$ cat src/rtl/ui_pkg.sv
// Shared types and default constants for the button conditioner.
package ui_pkg;

   // Per-channel auto-repeat controller states
   typedef enum logic [1:0] {
      IDLE   = 2'd0,
      DELAY  = 2'd1,
      REPEAT = 2'd2
   } rep_state_t;

   localparam int unsigned DEF_NUM_CH             = 5;
   localparam int unsigned DEF_LOG_DEBOUNCE_COUNT = 20;
   localparam int unsigned DEF_LOG_DELAY_COUNT    = 25;
   localparam int unsigned DEF_LOG_REPEAT_COUNT   = 22;

   // Larger of two widths, used to size the shared delay/repeat counter
   function automatic int unsigned max_u(input int unsigned a, input int unsigned b);
      return (a > b) ? a : b;
   endfunction

endpackage

$ cat src/rtl/btn_channel.sv
// One button channel: synchroniser, debouncer, edge pulses and auto-repeat FSM.
module btn_channel
   import ui_pkg::*;
#(
   parameter int unsigned LOG_DEBOUNCE_COUNT = DEF_LOG_DEBOUNCE_COUNT,
   parameter int unsigned LOG_DELAY_COUNT    = DEF_LOG_DELAY_COUNT,
   parameter int unsigned LOG_REPEAT_COUNT   = DEF_LOG_REPEAT_COUNT
) (
   input  logic clk_in,
   input  logic rst_n_in,
   input  logic raw_in,
   input  logic repeat_en_in,
   output logic level_out,
   output logic press_out,
   output logic release_out,
   output logic move_out,
   output logic hold_out
);

   localparam int unsigned DBW = LOG_DEBOUNCE_COUNT;
   localparam int unsigned CW  = max_u(LOG_DELAY_COUNT, LOG_REPEAT_COUNT);

   localparam logic [DBW-1:0] DB_LAST = DBW'((64'd1 << LOG_DEBOUNCE_COUNT) - 64'd1);
   localparam logic [CW-1:0]  DL_LAST = CW'((64'd1 << LOG_DELAY_COUNT) - 64'd1);
   localparam logic [CW-1:0]  RP_LAST = CW'((64'd1 << LOG_REPEAT_COUNT) - 64'd1);

   logic           sync_q1;
   logic           sync_q2;
   logic [DBW-1:0] db_cnt_q;
   logic           level_q;
   logic           level_d_q;
   logic           press_q;
   logic           release_q;

   rep_state_t     state_q;
   rep_state_t     state_nxt;
   logic [CW-1:0]  rcnt_q;
   logic [CW-1:0]  rcnt_nxt;
   logic           move_q;
   logic           move_nxt;
   logic           hold_q;
   logic           hold_nxt;

   logic           level_rise;

   assign level_rise = level_q & ~level_d_q;

   // Two-flop synchroniser for the asynchronous raw level
   always_ff @(posedge clk_in or negedge rst_n_in) begin
      if (!rst_n_in) begin
         sync_q1 <= 1'b0;
         sync_q2 <= 1'b0;
      end else begin
         sync_q1 <= raw_in;
         sync_q2 <= sync_q1;
      end
   end

   // Debounce: accept a new level only after it has disagreed for the whole window
   always_ff @(posedge clk_in or negedge rst_n_in) begin
      if (!rst_n_in) begin
         db_cnt_q <= '0;
         level_q  <= 1'b0;
      end else if (sync_q2 != level_q) begin
         if (db_cnt_q == DB_LAST) begin
            level_q  <= sync_q2;
            db_cnt_q <= '0;
         end else begin
            db_cnt_q <= db_cnt_q + DBW'(1);
         end
      end else begin
         db_cnt_q <= '0;
      end
   end

   // One-cycle press/release pulses in the cycle after the debounced edge
   always_ff @(posedge clk_in or negedge rst_n_in) begin
      if (!rst_n_in) begin
         level_d_q <= 1'b0;
         press_q   <= 1'b0;
         release_q <= 1'b0;
      end else begin
         level_d_q <= level_q;
         press_q   <= level_q & ~level_d_q;
         release_q <= ~level_q & level_d_q;
      end
   end

   // Repeat FSM state, counter and registered move/hold outputs
   always_ff @(posedge clk_in or negedge rst_n_in) begin
      if (!rst_n_in) begin
         state_q <= IDLE;
         rcnt_q  <= '0;
         move_q  <= 1'b0;
         hold_q  <= 1'b0;
      end else begin
         state_q <= state_nxt;
         rcnt_q  <= rcnt_nxt;
         move_q  <= move_nxt;
         hold_q  <= hold_nxt;
      end
   end

   // Next state and counter: a debounced release always returns to IDLE
   always_comb begin
      state_nxt = state_q;
      rcnt_nxt  = rcnt_q;
      case (state_q)
         IDLE: begin
            if (level_rise) begin
               state_nxt = DELAY;
               rcnt_nxt  = '0;
            end
         end
         DELAY: begin
            if (!level_q) begin
               state_nxt = IDLE;
               rcnt_nxt  = '0;
            end else if (rcnt_q == DL_LAST) begin
               state_nxt = REPEAT;
               rcnt_nxt  = '0;
            end else begin
               rcnt_nxt = rcnt_q + CW'(1);
            end
         end
         REPEAT: begin
            if (!level_q) begin
               state_nxt = IDLE;
               rcnt_nxt  = '0;
            end else if (rcnt_q == RP_LAST) begin
               rcnt_nxt = '0;
            end else begin
               rcnt_nxt = rcnt_q + CW'(1);
            end
         end
         default: begin
            state_nxt = IDLE;
            rcnt_nxt  = '0;
         end
      endcase
   end

   // Move pulse on press, delay expiry and each repeat wrap; never back-to-back
   always_comb begin
      move_nxt = 1'b0;
      case (state_q)
         IDLE:    move_nxt = level_rise;
         DELAY:   move_nxt = level_q && (rcnt_q == DL_LAST) && repeat_en_in;
         REPEAT:  move_nxt = level_q && (rcnt_q == RP_LAST) && repeat_en_in;
         default: move_nxt = 1'b0;
      endcase
      move_nxt = move_nxt & ~move_q;
      hold_nxt = (state_nxt == REPEAT);
   end

   assign level_out   = level_q;
   assign press_out   = press_q;
   assign release_out = release_q;
   assign move_out    = move_q;
   assign hold_out    = hold_q;

endmodule

$ cat src/rtl/btn_conditioner.sv
// Multi-channel button conditioner: one independent btn_channel per input.
module btn_conditioner
   import ui_pkg::*;
#(
   parameter int unsigned NUM_CH             = DEF_NUM_CH,
   parameter int unsigned LOG_DEBOUNCE_COUNT = DEF_LOG_DEBOUNCE_COUNT,
   parameter int unsigned LOG_DELAY_COUNT    = DEF_LOG_DELAY_COUNT,
   parameter int unsigned LOG_REPEAT_COUNT   = DEF_LOG_REPEAT_COUNT
) (
   input  logic              clk_in,
   input  logic              rst_n_in,
   input  logic [NUM_CH-1:0] raw_in,
   input  logic [NUM_CH-1:0] repeat_en_in,
   output logic [NUM_CH-1:0] level_out,
   output logic [NUM_CH-1:0] press_out,
   output logic [NUM_CH-1:0] release_out,
   output logic [NUM_CH-1:0] move_out,
   output logic [NUM_CH-1:0] hold_out
);

   // Replicate the channel logic; channels share only clock and reset
   for (genvar g = 0; g < NUM_CH; g++) begin : g_ch
      btn_channel #(
         .LOG_DEBOUNCE_COUNT (LOG_DEBOUNCE_COUNT),
         .LOG_DELAY_COUNT    (LOG_DELAY_COUNT),
         .LOG_REPEAT_COUNT   (LOG_REPEAT_COUNT)
      ) u_ch (
         .clk_in       (clk_in),
         .rst_n_in     (rst_n_in),
         .raw_in       (raw_in[g]),
         .repeat_en_in (repeat_en_in[g]),
         .level_out    (level_out[g]),
         .press_out    (press_out[g]),
         .release_out  (release_out[g]),
         .move_out     (move_out[g]),
         .hold_out     (hold_out[g])
      );
   end

endmodule

$ cat config.mk
export PLATFORM = sky130hd
export DESIGN_NAME = btn_conditioner
export DESIGN_NICKNAME = d
export VERILOG_FILES = /design/src/rtl/ui_pkg.sv /design/src/rtl/btn_channel.sv /design/src/rtl/btn_conditioner.sv
export SDC_FILE = /design/constraint.sdc
export NUM_CORES = 1
export LEC_CHECK = 0
export ABC_AREA = 1
export BUFFER_PORTS_ARGS = -buffer_cell sky130_fd_sc_hd__buf_2
export CORE_ASPECT_RATIO = 1.5
export CORE_MARGIN = 4
export CORE_UTILIZATION = 30
export DETAILED_ROUTE_END_ITERATION = 7
export PLACE_DENSITY = 0.53
export RECOVER_POWER = 25
export SLEW_MARGIN = 10
export SYNTH_ARGS = -nofsm -noshare
export SYNTH_HDL_FRONTEND = slang
export SYNTH_SLANG_ARGS = --single-unit
$ cat constraint.sdc
create_clock -name clk_in -period 2.2 [get_ports clk_in]
set_clock_uncertainty 0.2 [all_clocks]
set_input_delay 0.44 -clock clk_in [delete_from_list [all_inputs] [get_ports clk_in]]
set_output_delay 0.44 -clock clk_in [all_outputs]
set_load 0.03 [all_outputs]
==> reports/results.ini <==
[status]
status = finished clean

[die]
die_w_um = 194
die-area_mm2 = 0.0556
num_rows = 101
core_mm2 = 0.0509
ioPinCount = 37
initial_utilization = 0.305
die_h_um = 287

[worst_setup_path]
cpPeakStageDelay_ns = 0.39
reg2reg_slack_ns = 0.13
worstPathRequired_ns = 2.43
r2r-end = g_ch[0].u_ch.rcnt_q[11]
critical_path_class = reg2reg
path_cells = ha_1, nand2_1, nor2_4, nand2_2, nor2_4, nand3_1, nand2_2, nand2_2, nand2_2, buf_12, o21ai_2
reg2reg_depth = 11
crit_fanout = 11
start_kind = register
setup.worst_path.end = g_ch[0].u_ch.rcnt_q[11]
crit_arrival_ns = 2.31
cp-end-kind = register
cp-startpoint = g_ch[0].u_ch.rcnt_q[0]
slowest_stage = dfrtp_1
critPathMostFrequentCell = nand2_2
timing.rr.start = g_ch[0].u_ch.rcnt_q[0]

[finish]
top_regs = g_ch.u_ch.rcnt_q x125, g_ch.u_ch.db_cnt_q x100, g_ch.u_ch.state_q x10
layout.nets = 2026
seq_area_mm2 = 0.00688
drive_above_1_share = 0.142
largest_register_ffs = 125
final_cell_area_mm2 = 0.0178
multi_input_area_mm2 = 0.00756
regMostFlops = g_ch.u_ch.rcnt_q
fillers = 5247
syn_to_final_growth_pct = 14.6

[sta]
worst_pin_slew_ns = 1.33
max_freq_mhz = 482
setup_viol = 0
final_hold_viol_count = 0
holdWs_ns = 0.0558
fin_tns_setup_ns = 0
drv_slew = 0
fin_crit_ns = 2.07
rsz0062_at_grt = no
finalCritPeriodShare = 0.942
maxSlewHeadroom = 0.113

[grt]
grt_pass1_wl_um = 56900
gr-total-overflow = 0
grt_max_degree = 50
antenna_found_initial = 1
grt_usage = 0.117
grt_pass1_vias = 12380

[clock_network]
clk_latency_ns = 0.57
cts_tree = yes
clk_pin_slew_ns = 0.06
h-tree-depth = 1
clock_path_buffers = 3
clock_sinks = 275
numCtsBuffers = 29
root_buffer = clkbuf_16

[route]
routed_wl_um = 32600
dr.pass1.iters = 4
final_antenna_net_count = 0
vias = 12071
drt_iter0_drc = 444
wire_per_inst_um = 12.2
vias_per_cell = 4.51
drcViolationCount = 0

[place]
place_area_mm2 = 0.0166
dpl.hpwl_um = 24000
routabilityCongestion = 0.840
portBuffers = 36

[logic_synthesis]
async_flop_share = 1.00
synth.most_common_cell = nand2_1
ys_seq_area_frac = 0.443
ys.flop_type = dfrtp_1
synth_area_leaders = dfrtp_1, nand2_1, nor2_1
syn_inst = 1911
yosys_register_bits = 275
synth_top_area_cell = dfrtp_1
yosysUniqueCellTypes = 44
syn_area_per_cell_um2 = 8.14
synth_commonest_cells = nand2_1, dfrtp_1, nor2_1, inv_1, nand3_1
yosys_warnings = 0
synth_edf_count = 0
synth_fp_nets = 1953
netlist.area_leader.share = 0.443
synth.cell_area_mm2 = 0.0155

[power]
power_density_mw_per_mm2 = 605
vdd_drop_max_mv = 0.657
total_power_w = 0.0108
leakage_nw = 7.78

[hold_path]
hp-class = in2reg

[flow_run]
cap_violations = 0

## layout by cell type (no fill, tap or decap), types with 35 or more instances in the layout
master	instances
nand2_1	469
xor2_1	83
a21oi_1	46
buf_2	35
nand4_1	36
o21ai_0	54
nor2_1	239
nand3_1	117
xnor2_1	65
nor3_1	41
inv_1	200
dfrtp_1	275
buf_4	36
o21ai_2	50
## cell families (layout without fill, tap and decap cells)
family	Yosys count	count (layout)	synth area share
adders and majority gates	30	30	0.0241
DFF	275	275	0.443
AOI/OAI and AO/OA	192	192	0.0768
xor gates and xnor gates	148	148	0.0834
and+or+nand+nor	1014	1014	0.299
buffers and inverters	252	348	0.0739
other	0	1	0
## final cells by class
type                    count  area share
clock buffers              34      0.0446
inverters                 204      0.0430
well taps                 669      0.0470
flip-flops and latches    275       0.386
diodes                      1    0.000140
clock inverters            20      0.0154
multi-input cells        1384       0.424
repair buffers             90      0.0398
## where the power goes
part,leakage [nW],switching [W],total (W),internal (W)
Combinational,3.46,0.000166,0.000242,0.0000761
Clock,0.515,0.00214,0.00544,0.00329
Sequential,3.81,0.0000214,0.00511,0.00509
## critical path: cells and delay by family (launching register included)
kind	cells	cell delay, ns
adder cells (fa/ha/maj)	1	0.21
buffers and inverters	1	0.16
AO/OA/AOI/OAI	1	0.05
AND/OR/NAND/NOR	8	0.96
flip-flops	1	0.39
## worst min-delay path by stage
stage | start | end | slack (ns) | depth (start not counted)
CTS | repeat_en_in[0] | g_ch[0].u_ch.move_out | 0.02 | 5
detailed placement | g_ch[1].u_ch.sync_q1 | g_ch[1].u_ch.sync_q2 | 0.14 | 0
finish | repeat_en_in[4] | g_ch[4].u_ch.move_out | 0.06 | 5
global route | repeat_en_in[3] | g_ch[3].u_ch.move_out | 0.05 | 4
global placement | g_ch[2].u_ch.sync_q1 | g_ch[2].u_ch.sync_q2 | 0.13 | 0
floorplan | rst_n_in | g_ch[0].u_ch.db_cnt_q[0] | -0.06 | 0
## per-layer routing
metal,global-route usage,share of wire,vias to the layer above
met2,0.224,0.52,126
met3,0.0174,0.031,50
met5,0,0,-
met4,0.0405,0.027,0
li1,-,-,6192
met1,0.132,0.42,5703
## timing repair
action / CTS / global route
hold buffers: 8 / 0
gates resized for setup: 0 / 9
endpoints found under the hold margin: 270 / 0
setup buffers: 0 / 1
endpoints found under the setup margin: 0 / 82
## stage by stage
stage | worst slack [ns] | std cells | util
2_1_floorplan | 0.321 | 1911 | -
3_3_place_gp | 0.148 | 2613 | 0.327
3_5_place_dp | 0.0549 | 2613 | 0.327
4_1_cts | 0.0505 | 2675 | 0.349
5_1_grt | 0.000967 | 2677 | 0.350
6_report | 0.127 | 2677 | 0.350
(Power assumes the default switching activity.)
